--- src/rtl/hazard_scoreboard.sv ---
// Hazard / forwarding controller for the 5-stage MIPS pipeline.
// Resolves E-stage operand forwarding, D-stage branch-operand forwarding,
// load-use and branch stalls, and holds E for multicycle MDU operations.
// It also keeps a saturating count of cycles in which fetch was stalled.
module hazard_scoreboard #(
    parameter int REG_AW  = 5,
    parameter int MDU_LAT = 4,
    parameter int PERF_W  = 32
) (
    input  logic              clka,
    input  logic              rst,
    input  logic [REG_AW-1:0] rsD,
    input  logic [REG_AW-1:0] rtD,
    input  logic              useRsD,
    input  logic              useRtD,
    input  logic              branchD,
    input  logic [REG_AW-1:0] rsE,
    input  logic [REG_AW-1:0] rtE,
    input  logic [REG_AW-1:0] writeregE,
    input  logic              regwriteE,
    input  logic              memtoregE,
    input  logic              mduStartE,
    input  logic [REG_AW-1:0] writeregM,
    input  logic              regwriteM,
    input  logic              memtoregM,
    input  logic [REG_AW-1:0] writeregW,
    input  logic              regwriteW,
    input  logic              perf_clr,
    output logic              forwardAD,
    output logic              forwardBD,
    output logic [1:0]        forwardAE,
    output logic [1:0]        forwardBE,
    output logic              stallF,
    output logic              stallD,
    output logic              stallE,
    output logic              flushE,
    output logic              flushM,
    output logic              mdu_busy,
    output logic              mdu_done,
    output logic [PERF_W-1:0] stall_cycles
);

    localparam int CNT_W = (MDU_LAT > 1) ? $clog2(MDU_LAT) : 1;

    typedef enum logic {
        IDLE = 1'b0,
        BUSY = 1'b1
    } state_t;

    state_t            state_q, state_d;
    logic [CNT_W-1:0]  cnt_q, cnt_d;
    logic [PERF_W-1:0] stall_cnt_q, stall_cnt_d;

    logic       mstall_s;
    logic       done_s;
    logic       lwstall_s;
    logic       brstall_s;
    logic       stall_any_s;
    logic [1:0] fwd_ae_s;
    logic [1:0] fwd_be_s;

    // Register 0 is hardwired zero, so it never creates a dependency.
    function automatic logic reg_match(input logic [REG_AW-1:0] a,
                                       input logic [REG_AW-1:0] b);
        return (a == b) && (a != {REG_AW{1'b0}});
    endfunction

    // E-stage ALU operand forwarding: the younger M result beats W.
    always_comb begin
        fwd_ae_s = 2'b00;
        fwd_be_s = 2'b00;
        if (regwriteM && reg_match(writeregM, rsE)) begin
            fwd_ae_s = 2'b10;
        end else if (regwriteW && reg_match(writeregW, rsE)) begin
            fwd_ae_s = 2'b01;
        end else begin
            fwd_ae_s = 2'b00;
        end
        if (regwriteM && reg_match(writeregM, rtE)) begin
            fwd_be_s = 2'b10;
        end else if (regwriteW && reg_match(writeregW, rtE)) begin
            fwd_be_s = 2'b01;
        end else begin
            fwd_be_s = 2'b00;
        end
    end

    // Load-use and branch-compare hazards detected against the D instruction.
    always_comb begin
        lwstall_s = regwriteE && memtoregE &&
                    ((useRsD && reg_match(writeregE, rsD)) ||
                     (useRtD && reg_match(writeregE, rtD)));
        brstall_s = branchD &&
                    ((regwriteE && (reg_match(writeregE, rsD) || reg_match(writeregE, rtD))) ||
                     (memtoregM && (reg_match(writeregM, rsD) || reg_match(writeregM, rtD))));
    end

    // MDU occupancy FSM: holds E for MDU_LAT-1 cycles, pulses done as the op leaves.
    always_comb begin
        state_d  = state_q;
        cnt_d    = cnt_q;
        mstall_s = 1'b0;
        done_s   = 1'b0;
        case (state_q)
            IDLE: begin
                if (mduStartE) begin
                    if (MDU_LAT >= 2) begin
                        mstall_s = 1'b1;
                        cnt_d    = CNT_W'(MDU_LAT - 2);
                        state_d  = BUSY;
                    end else begin
                        done_s = 1'b1;
                    end
                end else begin
                    state_d = IDLE;
                end
            end
            BUSY: begin
                if (cnt_q != {CNT_W{1'b0}}) begin
                    mstall_s = 1'b1;
                    cnt_d    = cnt_q - CNT_W'(1);
                end else begin
                    done_s  = 1'b1;
                    state_d = IDLE;
                end
            end
            default: begin
                state_d = IDLE;
                cnt_d   = {CNT_W{1'b0}};
            end
        endcase
    end

    // MDU state and countdown registers.
    always_ff @(posedge clka or negedge rst) begin
        if (!rst) begin
            state_q <= IDLE;
            cnt_q   <= {CNT_W{1'b0}};
        end else begin
            state_q <= state_d;
            cnt_q   <= cnt_d;
        end
    end

    assign stall_any_s = lwstall_s || brstall_s || mstall_s;

    // Stall-cycle counter: clear has priority, increment saturates at all-ones.
    always_comb begin
        stall_cnt_d = stall_cnt_q;
        if (perf_clr) begin
            stall_cnt_d = {PERF_W{1'b0}};
        end else if (stall_any_s && (stall_cnt_q != {PERF_W{1'b1}})) begin
            stall_cnt_d = stall_cnt_q + PERF_W'(1);
        end else begin
            stall_cnt_d = stall_cnt_q;
        end
    end

    // Stall-cycle counter register.
    always_ff @(posedge clka or negedge rst) begin
        if (!rst) begin
            stall_cnt_q <= {PERF_W{1'b0}};
        end else begin
            stall_cnt_q <= stall_cnt_d;
        end
    end

    // Output stage: every control output is held at zero while reset is asserted.
    // E is being held during an MDU stall, so it must not be flushed then.
    always_comb begin
        forwardAD    = 1'b0;
        forwardBD    = 1'b0;
        forwardAE    = 2'b00;
        forwardBE    = 2'b00;
        stallF       = 1'b0;
        stallD       = 1'b0;
        stallE       = 1'b0;
        flushE       = 1'b0;
        flushM       = 1'b0;
        mdu_busy     = 1'b0;
        mdu_done     = 1'b0;
        stall_cycles = {PERF_W{1'b0}};
        if (rst) begin
            forwardAD    = regwriteM && reg_match(writeregM, rsD);
            forwardBD    = regwriteM && reg_match(writeregM, rtD);
            forwardAE    = fwd_ae_s;
            forwardBE    = fwd_be_s;
            stallF       = stall_any_s;
            stallD       = stall_any_s;
            stallE       = mstall_s;
            flushE       = (lwstall_s || brstall_s) && !mstall_s;
            flushM       = mstall_s;
            mdu_busy     = (state_q == BUSY);
            mdu_done     = done_s;
            stall_cycles = stall_cnt_q;
        end else begin
            stall_cycles = {PERF_W{1'b0}};
        end
    end

endmodule
--- config.mk ---
export PLATFORM = sky130hd
export DESIGN_NAME = hazard_scoreboard
export DESIGN_NICKNAME = d
export VERILOG_FILES = /design/src/rtl/hazard_scoreboard.sv
export SDC_FILE = /design/constraint.sdc
export NUM_CORES = 1
export LEC_CHECK = 0
export ABC_CLOCK_PERIOD_IN_PS = 2800
export BUFFER_PORTS_ARGS = -buffer_cell sky130_fd_sc_hd__buf_2
export CORE_MARGIN = 2
export CORE_UTILIZATION = 45
export DETAILED_ROUTE_END_ITERATION = 12
export HOLD_SLACK_MARGIN = 0.08
export PLACE_DENSITY_LB_ADDON = 0.2
export SETUP_SLACK_MARGIN = 0.05
export SLEW_MARGIN = 20
export SYNTH_ARGS = -nofsm -noshare
export SYNTH_HDL_FRONTEND = slang
export SYNTH_SLANG_ARGS = --single-unit
export TNS_END_PERCENT = 20
--- constraint.sdc ---
create_clock -name clka -period 2.8 [get_ports clka]
set_input_delay 0.14 -clock clka [delete_from_list [all_inputs] [get_ports clka]]
set_output_delay 0.14 -clock clka [all_outputs]
set_load 0.03 [all_outputs]
### Yosys cells after proc, flatten, opt, wreduce, memory -nomap -nowiden

Index checks and enable logic that the tools add are counted.

* add/subtract/negate cells: 2
* multipliers: 0
* divide/modulo/power cells: 0
* order comparisons: 0
* eq/ne operators: 11
* shift-type cells: 0
* multiplexer cells: 24
* bitwise logic cells: 1
* reduce and logical (&&, ||, !) cells: 36

Operators with widths (count)
* 32-bit 2-to-1 mux: 3
* 5-bit == test: 8
* 32-bit by 1-bit adder with 32-bit output (second input constant): 1
* 32-bit inequality test (second input constant): 1
* 1-bit logical AND: 23
* 5-bit nonzero test: 3
* 1-bit 2-to-1 mux: 12
* 2-bit 2-to-1 mux: 6
* 1-bit logical OR: 6
* 1-bit case mux with 2 select lines: 2
* 2-bit case mux with 2 select lines: 1
* 2-bit nonzero test: 2
* 2-bit by 1-bit inequality test with 1-bit output (second input constant): 1
* 2-bit inequality test (second input constant): 1
* 2-bit AND reduction: 1
* 2-bit by 1-bit subtractor with 2-bit output (second input constant): 1
* 1-bit zero test: 1
* 1-bit NOT: 1

* bits in registers: 35
* bits in latches: 0
* memory bits (writable): 0
* memory bits (read-only): 0
* input port bits: 47
* output and inout port bits: 45
* memories kept: 0

### Logic depth before layout (Yosys ltp)

Gate-level depths: netlist of run 1.

* depth in word-level cells: 11
* mapped depth: 11
* gate-level depth less buffers: 8

### Least setup slack after synthesis of run 1

OpenSTA, ideal clock, no wires.

* kind: register to register
* start: register stall_cnt_q[0]
* end: register stall_cnt_q[10]
* setup time: 0.136 ns
* data arrival time: 2.071 ns
* data required time: 2.664 ns
* setup slack: 0.592 ns
* stages on the path, launching flop included: 11
* clock period less this slack: 2.208 ns
* cell sequence: dfrtp_1 ha_1 nand4_1 nor4_4 nand4_2 nor2_1 buf_2 buf_2 nor3_1 nand3b_1 a21oi_1

* word-level cells in the longest chain between the ends: 3
* elaborated cells between the ends (all ways): 6
* classes of those cells: add/sub (1); eq/ne (1); mux (2); reduce/logical (2)

RTL lines
* start, declared: line 52 `logic [PERF_W-1:0] stall_cnt_q, stall_cnt_d;`
* start signal, assigned: line 162 `stall_cnt_q <= {PERF_W{1'b0}};`
* start signal, assigned: line 164 `stall_cnt_q <= stall_cnt_d;`
* 32-bit by 1-bit adder with 32-bit output or 32-bit inequality test (tied branches): line 153, 152
* 32-bit 2-to-1 mux or 1-bit logical AND (tied branches): line 152 `end else if (stall_any_s && (stall_cnt_q != {PERF_W{1'b1}})) begin`
* 32-bit 2-to-1 mux or 2-bit nonzero test (tied branches)

Parallel ways exist; a longest one is shown, timed or not. The select of a mux whose other input is x is not followed.
A chain may end at the register's enable or synchronous reset.

### Final worst setup path of run 1

* start: register stall_cnt_q[12]
* end: register stall_cnt_q[25]

The elaborated chain is that of the path after synthesis.

==> metrics.txt, run 1 <==
# TYPE chip_impl_metric gauge
chip_impl_metric{name="synth_cells",unit=""} 351
chip_impl_metric{name="mappedNetlistNets",unit=""} 400
chip_impl_metric{name="floorplan.io_pins",unit=""} 92
chip_impl_metric{name="worst_hold_path_stage_count",unit=""} 2
chip_impl_metric{name="die-height",unit="um"} 84.5
chip_impl_metric{name="dieWidth",unit="um"} 84.5
chip_impl_metric{name="clkLatencyLatePin",unit="ps"} 290
chip_impl_metric{name="report.final.slew_viol_count",unit=""} 0
chip_impl_metric{name="syn2layout_area_growth",unit="%"} 20.5
chip_impl_metric{name="critical_path_required_time",unit="ps"} 3020
chip_impl_info{name="layout_commonest_cell",value="sky130_fd_sc_hd__buf_2"} 1
chip_impl_metric{name="grt_first_pass_wirelength",unit="um"} 12700
chip_impl_info{name="cts_root_buffer",value="sky130_fd_sc_hd__clkbuf_8"} 1
chip_impl_metric{name="fmax",unit="MHz"} 400
chip_impl_info{name="synthFlopType",value="sky130_fd_sc_hd__dfrtp_1"} 1
chip_impl_metric{name="grt_start_max_net_pins",unit=""} 54
chip_impl_metric{name="netlist_area",unit="um2"} 2910
chip_impl_metric{name="post_synthesis_compound_gate_area_fraction",unit="%"} 12.3
chip_impl_metric{name="edff_count_synth",unit=""} 0
chip_impl_metric{name="irDropWorstVdd",unit="mV"} 0.369
chip_impl_metric{name="max-clock-path-buffers",unit=""} 2
chip_impl_metric{name="share_of_the_cycle_needed_by_the_critical_path_after_routing",unit="%"} 89.3
chip_impl_metric{name="placed_area",unit="um2"} 3400
chip_impl_metric{name="globalRoute.totalOverflow",unit=""} 0
chip_impl_metric{name="grt_usage",unit="%"} 21.3
chip_impl_metric{name="postSynthRegisterBits",unit=""} 35
chip_impl_metric{name="finish.instance_area",unit="um2"} 3510
chip_impl_info{name="synth_top_family_by_area",value="simple AND/OR/NAND/NOR gates"} 1
chip_impl_metric{name="remaining_drc_errors",unit=""} 0
chip_impl_metric{name="core_region_area",unit="um2"} 6310
chip_impl_metric{name="yosys_warns",unit=""} 0
chip_impl_metric{name="fin_worst_skew",unit="ps"} 5.10
chip_impl_metric{name="max_cap_viol_count",unit=""} 0
chip_impl_metric{name="synth.area.mux_share",unit="%"} 2.71
chip_impl_metric{name="clk_transition_reported_paths",unit="ps"} 70
chip_impl_metric{name="vias_in_the_first_global_route",unit=""} 2817
chip_impl_info{name="hold_path.class",value="input port to flip-flop"} 1
chip_impl_metric{name="cts-buffers-inserted",unit=""} 5
chip_impl_metric{name="cts_post_setup_buffers_inserted",unit=""} 0
chip_impl_metric{name="antenna_cells",unit=""} 0
chip_impl_metric{name="syn-mean-instance-area",unit="um2"} 8.30
chip_impl_metric{name="relSlewSlack",unit="%"} 53.3
chip_impl_metric{name="post_synth_fa_ha_maj_area_fraction",unit="%"} 0.859
chip_impl_metric{name="power_density",unit="nW/um2"} 439
chip_impl_metric{name="p_leak",unit="nW"} 1.60
chip_impl_info{name="setup_cp_type",value="flip-flop to flip-flop"} 1
chip_impl_info{name="clock_tree_from_tritoncts",value="built"} 1
chip_impl_info{name="timing.critical_path.to_type",value="flip-flop"} 1
chip_impl_info{name="worstSetupStartpointType",value="flip-flop"} 1
chip_impl_metric{name="synth_top_cell_area_share",unit="%"} 30.1
chip_impl_metric{name="dp_hpwl",unit="um"} 5540
chip_impl_metric{name="floorplan.initialDensity",unit="%"} 46.2
chip_impl_info{name="outcome",value="complete, no violations"} 1
chip_impl_metric{name="synth-seq-area-share",unit="%"} 30.1
chip_impl_metric{name="cts.sinks",unit=""} 35
chip_impl_metric{name="gpl.final_weighted_congestion",unit=""} 0.836
chip_impl_metric{name="antenna_found_initial",unit=""} 0
chip_impl_metric{name="final_setup_violation_count",unit=""} 0
chip_impl_metric{name="crit_path_max_fanout",unit=""} 28
chip_impl_metric{name="final_period_minus_worst_setup_slack",unit="ps"} 2500
chip_impl_metric{name="ant_nets",unit=""} 0
chip_impl_info{name="grt_setup_unrepaired",value="no"} 1
chip_impl_metric{name="routed-via-count",unit=""} 2892
chip_impl_metric{name="timing.critical_path.depth",unit=""} 8
chip_impl_metric{name="clock_tree.htree_level_count",unit=""} 2
chip_impl_metric{name="synth_xor_xnor_area_share",unit="%"} 12.3
chip_impl_metric{name="post_route_cells_drive_above_1_share",unit="%"} 27.4
chip_impl_info{name="cp_top_family",value="simple AND/OR/NAND/NOR gates"} 1
chip_impl_metric{name="synthArstFlopShare",unit="%"} 100
chip_impl_metric{name="nets",unit=""} 480
chip_impl_metric{name="synthDistinctLibCells",unit=""} 44
chip_impl_info{name="timing.critical_path.slowest_stage_cell",value="sky130_fd_sc_hd__or4_1"} 1
chip_impl_metric{name="post_synth_and_or_nand_nor_area_fraction",unit="%"} 35.4
chip_impl_metric{name="arrival_time_reported_for_the_critical_path_endpoint",unit="ps"} 2720
chip_impl_metric{name="detail_route.wl_per_cell",unit="um"} 14.7
chip_impl_metric{name="buffers_added_on_ports",unit=""} 91
chip_impl_metric{name="drtIter0Drc",unit=""} 159
chip_impl_metric{name="reg2regPathDepth",unit=""} 8
chip_impl_metric{name="final_hold_viol_count",unit=""} 0
chip_impl_metric{name="drt_total_wl",unit="um"} 7460
chip_impl_metric{name="final.setup.tns",unit="ps"} 0
chip_impl_info{name="layout_common_cells",value="sky130_fd_sc_hd__buf_2 (91), sky130_fd_sc_hd__and2_1 (36), sky130_fd_sc_hd__dfrtp_1 (35), sky130_fd_sc_hd__a21oi_1 (26), sky130_fd_sc_hd__xnor2_1 (23)"} 1
chip_impl_metric{name="timing_worst_slew_pin_value",unit="ps"} 700
chip_impl_info{name="post-synth-top-area-cell",value="sky130_fd_sc_hd__dfrtp_1"} 1
chip_impl_metric{name="critPathMaxStageDelay",unit="ps"} 520
chip_impl_info{name="main_area_contributors_after_synthesis",value="sky130_fd_sc_hd__dfrtp_1 (30%), sky130_fd_sc_hd__and2_1 (7.7%), sky130_fd_sc_hd__xnor2_1 (6.9%), sky130_fd_sc_hd__xor2_1 (5.4%), sky130_fd_sc_hd__a21oi_1 (4.5%)"} 1
chip_impl_metric{name="sum_of_buffers_and_inverters_on_the_critical_path",unit=""} 1
chip_impl_metric{name="die_outline_area",unit="um2"} 7140
chip_impl_metric{name="routed_via_density",unit=""} 5.69
chip_impl_metric{name="dr.pass1.iters",unit=""} 4
chip_impl_metric{name="postCtsResizedCells",unit=""} 0
chip_impl_info{name="crit_chain",value="and4_1 -> and3_1 -> nand4_2 -> nor2_2 -> buf_12 -> or4_1 -> or3_1 -> a21oi_1"} 1
chip_impl_metric{name="final_util",unit="%"} 55.6
chip_impl_metric{name="placementRows",unit=""} 29
## timing repair
item,4_1_cts,5_1_grt
setup endpoints to repair,0,0
hold buffers,2,0
hold endpoints to repair,20,0
## cell usage after synthesis, types with 4 or more instances
master / instances
sky130_fd_sc_hd__or4_1: 16
sky130_fd_sc_hd__a21oi_1: 26
sky130_fd_sc_hd__nand2_1: 20
sky130_fd_sc_hd__xnor2_1: 23
sky130_fd_sc_hd__nor2_1: 16
sky130_fd_sc_hd__buf_2: 11
sky130_fd_sc_hd__xor2_1: 18
sky130_fd_sc_hd__nand4_1: 9
sky130_fd_sc_hd__nand3_1: 17
sky130_fd_sc_hd__clkbuf_1: 10
sky130_fd_sc_hd__and4_1: 4
sky130_fd_sc_hd__o31ai_1: 13
sky130_fd_sc_hd__and3_1: 11
sky130_fd_sc_hd__nor3_1: 6
sky130_fd_sc_hd__mux2_2: 7
sky130_fd_sc_hd__nor2b_1: 5
sky130_fd_sc_hd__and2_1: 36
sky130_fd_sc_hd__or3_1: 11
sky130_fd_sc_hd__o21ai_0: 9
sky130_fd_sc_hd__inv_1: 8
sky130_fd_sc_hd__dfrtp_1: 35
sky130_fd_sc_hd__nor4_1: 9
## cell families (layout without fill, tap and decap cells)
kind of cell,count (synthesis),count (layout)
compound gates,59,59
flops,35,35
mux,7,7
buf+inv,35,115
xor+xnor,41,41
simple gates,172,172
fa+ha+maj,2,2
## metrics by stage
stage                     hold slack, ps  cells  total power, mW  setup slack (ps)
after floorplan                     -156    351             1.04               592
after global placement               275    499             1.15               384
after detailed placement             279    499             1.17               349
after CTS                            421    508             1.55               324
after global routing                 456    508             1.62               170
final                                410    508             1.54               299
## flip-flops by register name, summed over array words and instances, names as in the netlist
register,count
stall_cnt_q,32
cnt_q,2
state_q,1
## metal layers
layer | GRT usage [%] | vias up | routed length (um)
met3 | 4.13 | 7 | 429
met2 | 36.7 | 93 | 3670
met5 | 0 | - | 0
met4 | 5.77 | 0 | 75
met1 | 27.5 | 1366 | 3290
li1 | - | 1426 | -
## cell type report
| type | instances | area (um2) |
|---|---|---|
| Clock buffer | 6 | 82.6 |
| Clock inverter | 1 | 5.00 |
| Fill cell | 606 | 2800 |
| Inverter | 8 | 30.0 |
| Multi-Input combinational cell | 281 | 1870 |
| Sequential cell | 35 | 876 |
| Tap cell | 77 | 96.3 |
| Timing Repair Buffer | 100 | 553 |
## path summary, 6_finish.rpt
check	from	end	slack [ps]
max	stall_cnt_q[12]	stall_cnt_q[25]	300
min	perf_clr	stall_cnt_q[25]	410
max reg2reg	stall_cnt_q[12]	stall_cnt_q[25]	300
min reg2reg	cnt_q[1]	cnt_q[1]	560
max in group asynchronous	rst	stall_cnt_q[17]	1640
min in group asynchronous	rst	stall_cnt_q[3]	490
## report_power, final
part           switching, mW  leakage, nW  internal [mW]
clock                  0.191       0.0470          0.193
combinational          0.369         1.08          0.211
sequential            0.0347        0.479          0.543
total                  0.594         1.60          0.947
(Power assumes the default switching activity.)
==> inputs of run 2 (changes only) <==
--- a/config.mk
+++ b/config.mk
@@ -7,10 +7,10 @@
 export LEC_CHECK = 0
 export ABC_CLOCK_PERIOD_IN_PS = 2800
 export BUFFER_PORTS_ARGS = -buffer_cell sky130_fd_sc_hd__buf_2
-export CORE_MARGIN = 2
 export CORE_UTILIZATION = 45
 export DETAILED_ROUTE_END_ITERATION = 12
 export HOLD_SLACK_MARGIN = 0.08
+export MAX_ROUTING_LAYER = met4
 export PLACE_DENSITY_LB_ADDON = 0.2
 export SETUP_SLACK_MARGIN = 0.05
 export SLEW_MARGIN = 20
==> run 2 against run 1 <==
  * Sequential share of layout area shrank 0.15 points
  * Design area grew 0.61%
  * Highest routed layer unchanged
  * Combinational power shrank 0.9%
  * Register-to-register slack is essentially flat
  * Clock power grew 9.1%
  * Die area shrank 4.7%
  * Final cell count is the same
  * Critical path depth is the same
  * Global-route usage grew 1.8 points
==> metrics.txt, run 2 (same netlist as run 1, synthesis figures left out) <==
# TYPE chip_impl_metric gauge
chip_impl_info{name="outcome",value="complete, no violations"} 1
chip_impl_info{name="hold_path.class",value="input port to async pin"} 1
chip_impl_metric{name="drt_total_wl",unit="um"} 7060
chip_impl_metric{name="final_period_minus_worst_setup_slack",unit="ps"} 2490
chip_impl_metric{name="routed-via-count",unit=""} 2857
chip_impl_metric{name="floorplan.io_pins",unit=""} 92
chip_impl_metric{name="fmax",unit="MHz"} 401
chip_impl_metric{name="cts_post_setup_buffers_inserted",unit=""} 0
chip_impl_info{name="layout_common_cells",value="sky130_fd_sc_hd__buf_2 (91), sky130_fd_sc_hd__and2_1 (36), sky130_fd_sc_hd__dfrtp_1 (35), sky130_fd_sc_hd__a21oi_1 (26), sky130_fd_sc_hd__xnor2_1 (23)"} 1
chip_impl_metric{name="globalRoute.totalOverflow",unit=""} 0
chip_impl_metric{name="largest_register_ffs",unit=""} 32
chip_impl_info{name="layout_commonest_cell",value="sky130_fd_sc_hd__buf_2"} 1
chip_impl_metric{name="final-seq-area",unit="um2"} 876
chip_impl_info{name="timing.critical_path.to_type",value="flip-flop"} 1
chip_impl_metric{name="antenna_found_initial",unit=""} 0
chip_impl_metric{name="worst_slack",unit="ps"} 305
chip_impl_metric{name="grt_usage",unit="%"} 23.1
chip_impl_metric{name="post_route_cells_drive_above_1_share",unit="%"} 27.7
chip_impl_metric{name="p_leak",unit="nW"} 1.61
chip_impl_info{name="largest_registers",value="stall_cnt_q (32), cnt_q (2), state_q (1)"} 1
chip_impl_metric{name="gpl.final_weighted_congestion",unit=""} 0.828
chip_impl_metric{name="clock_tree.htree_level_count",unit=""} 2
chip_impl_metric{name="dieWidth",unit="um"} 82.5
chip_impl_metric{name="cts.sinks",unit=""} 35
chip_impl_metric{name="final_util",unit="%"} 58.0
chip_impl_metric{name="die_outline_area",unit="um2"} 6800
chip_impl_metric{name="buffers_added_on_ports",unit=""} 91
chip_impl_metric{name="final.setup.tns",unit="ps"} 0
chip_impl_info{name="grt_setup_unrepaired",value="no"} 1
chip_impl_metric{name="pre_cts_slack",unit="ps"} 331
chip_impl_metric{name="vias_in_the_first_global_route",unit=""} 2673
chip_impl_metric{name="grt_start_max_net_pins",unit=""} 55
chip_impl_metric{name="postCtsResizedCells",unit=""} 0
chip_impl_metric{name="final_hold_viol_count",unit=""} 0
chip_impl_metric{name="dr.pass1.iters",unit=""} 4
chip_impl_metric{name="relSlewSlack",unit="%"} 53.8
chip_impl_metric{name="share_of_the_cycle_needed_by_the_critical_path_after_routing",unit="%"} 89.1
chip_impl_metric{name="irDropWorstVdd",unit="mV"} 0.364
chip_impl_metric{name="clk_transition_reported_paths",unit="ps"} 80
chip_impl_metric{name="multi_input_comb_area",unit="um2"} 1870
chip_impl_metric{name="max_cap_viol_count",unit=""} 0
chip_impl_info{name="setup_cp_type",value="flip-flop to flip-flop"} 1
chip_impl_metric{name="finish.instance_area",unit="um2"} 3530
chip_impl_metric{name="power_density",unit="nW/um2"} 444
chip_impl_metric{name="routed_via_density",unit=""} 5.62
chip_impl_metric{name="remaining_drc_errors",unit=""} 0
chip_impl_metric{name="critical_path_required_time",unit="ps"} 3020
chip_impl_info{name="max_flop_register",value="stall_cnt_q"} 1
chip_impl_metric{name="detail_route.wl_per_cell",unit="um"} 13.9
chip_impl_metric{name="nets",unit=""} 481
chip_impl_metric{name="antenna_cells",unit=""} 0
chip_impl_info{name="worstSetupStartpointType",value="flip-flop"} 1
chip_impl_info{name="cts_root_buffer",value="sky130_fd_sc_hd__clkbuf_8"} 1
chip_impl_metric{name="max-clock-path-buffers",unit=""} 2
chip_impl_metric{name="placementRows",unit=""} 28
chip_impl_metric{name="floorplan.initialDensity",unit="%"} 47.8
chip_impl_metric{name="core_region_area",unit="um2"} 6100
chip_impl_metric{name="fin_worst_skew",unit="ps"} 9.59
chip_impl_info{name="clock_tree_from_tritoncts",value="built"} 1
chip_impl_metric{name="report.final.slew_viol_count",unit=""} 0
chip_impl_metric{name="dp_hpwl",unit="um"} 5200
chip_impl_metric{name="num-fill-cells",unit=""} 585
chip_impl_metric{name="grt_first_pass_wirelength",unit="um"} 11700
chip_impl_metric{name="hold_buffers",unit=""} 2
chip_impl_metric{name="final_setup_violation_count",unit=""} 0
chip_impl_metric{name="cts-buffers-inserted",unit=""} 5
chip_impl_metric{name="clkLatencyLatePin",unit="ps"} 290
chip_impl_metric{name="timing_worst_slew_pin_value",unit="ps"} 694
chip_impl_metric{name="ant_nets",unit=""} 0
chip_impl_metric{name="drtIter0Drc",unit=""} 159
chip_impl_metric{name="placed_area",unit="um2"} 3410
chip_impl_metric{name="crit_path_max_fanout",unit=""} 32
chip_impl_metric{name="arrival_time_reported_for_the_critical_path_endpoint",unit="ps"} 2710
chip_impl_metric{name="die-height",unit="um"} 82.5
chip_impl_metric{name="syn2layout_area_growth",unit="%"} 21.3
-- run 2: changes by cell type in the layout (fill, tap and decap cells not counted), sizes merged --
cell      delta
buf          +1
clkbuf       +1
clkinv       -1
clkinvlp     +1
-- run 2: metal layers --
layer / vias to the layer above / track usage, % / share of wire (%)
met5: - / - / 0
met4: 0 / 7.54 / 1.1
met3: 5 / 4.18 / 3.7
met2: 79 / 40.6 / 50
met1: 1341 / 26.6 / 45
li1: 1432 / - / -
-- run 2: area by class of cell --
type                       count  area share (%)
timing repair buffer         101            15.9
sequential                    35            24.8
clock inverter                 1           0.212
multi-input combinational    281            52.9
clock buffer                   7            2.73
tap                           75            2.66
inverter                       8           0.850
-- run 2: critical path, stage by stage (launching register included) --
cell and delay [ps]:
sky130_fd_sc_hd__dfrtp_1 440, sky130_fd_sc_hd__and4_1 270, sky130_fd_sc_hd__and3_1 270, sky130_fd_sc_hd__nand4_2 220
sky130_fd_sc_hd__nor2_2 80, sky130_fd_sc_hd__buf_12 160, sky130_fd_sc_hd__or4_1 510, sky130_fd_sc_hd__or3_1 320
sky130_fd_sc_hd__a21oi_1 140
-- run 2: power by group --
group | internal (mW) | leakage, nW | switching [mW] | total [mW]
Combinational | 0.212 | 1.08 | 0.363 | 0.575
Clock | 0.224 | 0.0505 | 0.195 | 0.419
Sequential | 0.542 | 0.479 | 0.0330 | 0.575
-- run 2: per-stage QoR --
stage | total power [mW] | hold WS [ps] | cells
final | 1.57 | 408 | 508
after global placement | 1.14 | 180 | 498
after floorplan | 1.04 | -156 | 351
after CTS | 1.58 | 417 | 508
after detailed placement | 1.16 | 186 | 498
after global routing | 1.67 | 422 | 508
-- run 2: final timing paths --
check,from,endpoint,slack (ps),cells after the start
max,stall_cnt_q[12],stall_cnt_q[25],310,8
min,rst,stall_cnt_q[21],410,3
max reg2reg,stall_cnt_q[12],stall_cnt_q[25],310,8
min reg2reg,state_q,cnt_q[1],550,1
max in group asynchronous,rst,stall_cnt_q[19],1620,4
min in group clka,perf_clr,stall_cnt_q[26],420,2
==> inputs of run 3 (changes only) <==
--- a/config.mk
+++ b/config.mk
@@ -7,6 +7,7 @@
 export LEC_CHECK = 0
 export ABC_CLOCK_PERIOD_IN_PS = 2800
 export BUFFER_PORTS_ARGS = -buffer_cell sky130_fd_sc_hd__buf_2
+export CORE_ASPECT_RATIO = 1.5
 export CORE_UTILIZATION = 45
 export DETAILED_ROUTE_END_ITERATION = 12
 export HOLD_SLACK_MARGIN = 0.08
==> run 3 against run 2 <==
  * Flip-flop and latch count unchanged
  * Clock skew is 2.1 ps lower
  * Die area about the same
  * Clock-buffer cell count down 1
  * Worst hold slack about the same
  * Routed wire length increased by 0.93%
==> metrics.txt, run 3 (same netlist as run 1, synthesis figures left out) <==
# TYPE chip_impl_metric gauge
chip_impl_info{name="outcome",value="complete, no violations"} 1
chip_impl_metric{name="final.setup.tns",unit="ps"} 0
chip_impl_metric{name="worst_slack",unit="ps"} 438
chip_impl_metric{name="dr.pass1.iters",unit=""} 4
chip_impl_info{name="crit_chain",value="inv_1 -> ha_1 -> inv_1 -> mux2_2 -> nor4bb_4 -> buf_12 -> nor2_1 -> buf_2"} 1
chip_impl_metric{name="wirelength_met1",unit="um"} 2830
chip_impl_metric{name="globalRoute.totalOverflow",unit=""} 0
chip_impl_metric{name="clk_transition_reported_paths",unit="ps"} 80
chip_impl_metric{name="clkLatencyLatePin",unit="ps"} 290
chip_impl_metric{name="pre_cts_slack",unit="ps"} 453
chip_impl_metric{name="final_setup_violation_count",unit=""} 0
chip_impl_metric{name="multi_input_comb_area",unit="um2"} 1870
chip_impl_metric{name="postCtsResizedCells",unit=""} 0
chip_impl_metric{name="ant_nets",unit=""} 0
chip_impl_info{name="dr.max_layer_used",value="met4"} 1
chip_impl_info{name="hold_path.class",value="input port to flip-flop"} 1
chip_impl_info{name="largest_registers",value="stall_cnt_q (32), cnt_q (2), state_q (1)"} 1
chip_impl_metric{name="max_cap_viol_count",unit=""} 0
chip_impl_info{name="clock_tree_from_tritoncts",value="built"} 1
chip_impl_info{name="cp_top_family",value="buffers and inverters"} 1
chip_impl_metric{name="routed_via_density",unit=""} 5.61
chip_impl_metric{name="grt_start_max_net_pins",unit=""} 73
chip_impl_info{name="timing.critical_path.slowest_stage_cell",value="sky130_fd_sc_hd__dfrtp_1"} 1
chip_impl_info{name="setup_cp_type",value="flip-flop to output pin"} 1
chip_impl_info{name="cp_common_cell",value="sky130_fd_sc_hd__inv_1"} 1
chip_impl_metric{name="critical_path_required_time",unit="ps"} 2660
chip_impl_metric{name="finish.instance_area",unit="um2"} 3540
chip_impl_metric{name="final_hold_viol_count",unit=""} 0
chip_impl_metric{name="detailroute.wirelength.met3",unit="um"} 309
chip_impl_metric{name="fin_worst_skew",unit="ps"} 7.47
chip_impl_metric{name="report.final.slew_viol_count",unit=""} 0
chip_impl_info{name="max_flop_register",value="stall_cnt_q"} 1
chip_impl_info{name="layout_commonest_cell",value="sky130_fd_sc_hd__buf_2"} 1
chip_impl_metric{name="nets",unit=""} 482
chip_impl_metric{name="floorplan.io_pins",unit=""} 92
chip_impl_metric{name="arrival_time_reported_for_the_critical_path_endpoint",unit="ps"} 2220
chip_impl_info{name="layout_common_cells",value="sky130_fd_sc_hd__buf_2 (91), sky130_fd_sc_hd__and2_1 (36), sky130_fd_sc_hd__dfrtp_1 (35), sky130_fd_sc_hd__a21oi_1 (26), sky130_fd_sc_hd__xnor2_1 (23)"} 1
chip_impl_metric{name="cts-buffers-inserted",unit=""} 5
chip_impl_metric{name="syn2layout_area_growth",unit="%"} 21.5
chip_impl_metric{name="num-fill-cells",unit=""} 598
chip_impl_metric{name="detail_route.wl_per_cell",unit="um"} 14.0
chip_impl_info{name="grt_setup_unrepaired",value="no"} 1
chip_impl_metric{name="cts.sinks",unit=""} 35
chip_impl_metric{name="fmax",unit="MHz"} 423
chip_impl_info{name="cts_root_buffer",value="sky130_fd_sc_hd__clkbuf_8"} 1
chip_impl_metric{name="share_of_the_cycle_needed_by_the_critical_path_after_routing",unit="%"} 84.4
chip_impl_metric{name="die-height",unit="um"} 101
chip_impl_metric{name="remaining_drc_errors",unit=""} 0
chip_impl_metric{name="final_util",unit="%"} 56.9
chip_impl_metric{name="core_region_area",unit="um2"} 6220
chip_impl_metric{name="met2_length",unit="um"} 3850
chip_impl_metric{name="dp_hpwl",unit="um"} 5360
chip_impl_metric{name="final-seq-area",unit="um2"} 876
chip_impl_metric{name="die_outline_area",unit="um2"} 6810
chip_impl_metric{name="vias_in_the_first_global_route",unit=""} 2748
chip_impl_metric{name="critPathMaxStageDelay",unit="ps"} 400
chip_impl_metric{name="grt_usage",unit="%"} 23.6
chip_impl_metric{name="power_density",unit="nW/um2"} 462
chip_impl_metric{name="drtIter0Drc",unit=""} 196
chip_impl_info{name="worstSetupStartpointType",value="flip-flop"} 1
chip_impl_metric{name="buffers_added_on_ports",unit=""} 91
chip_impl_metric{name="clock_tree.htree_level_count",unit=""} 2
chip_impl_metric{name="timing_worst_slew_pin_value",unit="ps"} 686
chip_impl_metric{name="antenna_found_initial",unit=""} 0
chip_impl_metric{name="grt_first_pass_wirelength",unit="um"} 12100
chip_impl_info{name="timing.critical_path.to_type",value="output pin"} 1
chip_impl_metric{name="gpl.final_weighted_congestion",unit=""} 0.797
chip_impl_metric{name="antenna_cells",unit=""} 0
chip_impl_metric{name="routed-via-count",unit=""} 2850
chip_impl_metric{name="drt_total_wl",unit="um"} 7130
chip_impl_metric{name="placed_area",unit="um2"} 3400
chip_impl_metric{name="largest_register_ffs",unit=""} 32
chip_impl_metric{name="relSlewSlack",unit="%"} 54.3
chip_impl_metric{name="p_leak",unit="nW"} 1.63
chip_impl_metric{name="sum_of_buffers_and_inverters_on_the_critical_path",unit=""} 4
chip_impl_metric{name="max-clock-path-buffers",unit=""} 2
chip_impl_metric{name="dieWidth",unit="um"} 67.7
chip_impl_metric{name="floorplan.initialDensity",unit="%"} 46.9
chip_impl_metric{name="final_period_minus_worst_setup_slack",unit="ps"} 2360
chip_impl_metric{name="placementRows",unit=""} 35
chip_impl_metric{name="post_route_cells_drive_above_1_share",unit="%"} 27.9
chip_impl_metric{name="crit_path_max_fanout",unit=""} 53
chip_impl_metric{name="irDropWorstVdd",unit="mV"} 0.341
## run 3: layout make-up
type,count,share of cell area (%)
multi-input combinational,281,52.8
sequential,35,24.7
timing repair buffer,102,15.7
tap,74,2.61
clock buffer,6,2.33
clock inverter,2,0.989
inverter,8,0.848
## run 3: repair_timing
item,CTS,global route
hold endpoints to repair,36,0
hold buffers,2,0
buffers inserted,0,0
setup endpoints to repair,0,0
## run 3: per-layer routing
layer,up-vias,global-route usage [%]
li1,1431,-
met1,1316,25.7
met2,94,42.4
met3,9,2.94
met4,0,8.35
met5,-,-
## run 3: worst reg2reg max path, cell delays in order, from the launching register on
cell	delay, ps
sky130_fd_sc_hd__dfrtp_1	450
sky130_fd_sc_hd__and4_1	270
sky130_fd_sc_hd__and3_1	280
sky130_fd_sc_hd__nand4_2	150
sky130_fd_sc_hd__nor2_2	80
sky130_fd_sc_hd__or4_1	520
sky130_fd_sc_hd__or3_1	330
sky130_fd_sc_hd__a21oi_1	150
## run 3: worst paths after layout
check | from | to | slack [ps] | cells past startpoint
max | cnt_q[0] | stallD | 440 | 8
min | perf_clr | stall_cnt_q[11] | 410 | 2
max reg2reg | stall_cnt_q[12] | stall_cnt_q[25] | 500 | 7
min reg2reg | stall_cnt_q[28] | stall_cnt_q[28] | 550 | 2
max in group asynchronous | rst | stall_cnt_q[24] | 1810 | 3
min in group asynchronous | rst | stall_cnt_q[5] | 550 | 3
## run 3: power by group
part           switching, mW  total (mW)  internal [mW]
logic                  0.366       0.576          0.210
registers             0.0331       0.576          0.542
clock network          0.195       0.483          0.288
## run 3: through the flow
stage / hold slack (ps) / total power, mW / instances
6_report: 408 / 1.63 / 508
5_1_grt: 441 / 1.74 / 508
4_1_cts: 407 / 1.65 / 508
3_5_place_dp: 335 / 1.16 / 498
3_3_place_gp: 332 / 1.15 / 498
2_1_floorplan: -156 / 1.04 / 351
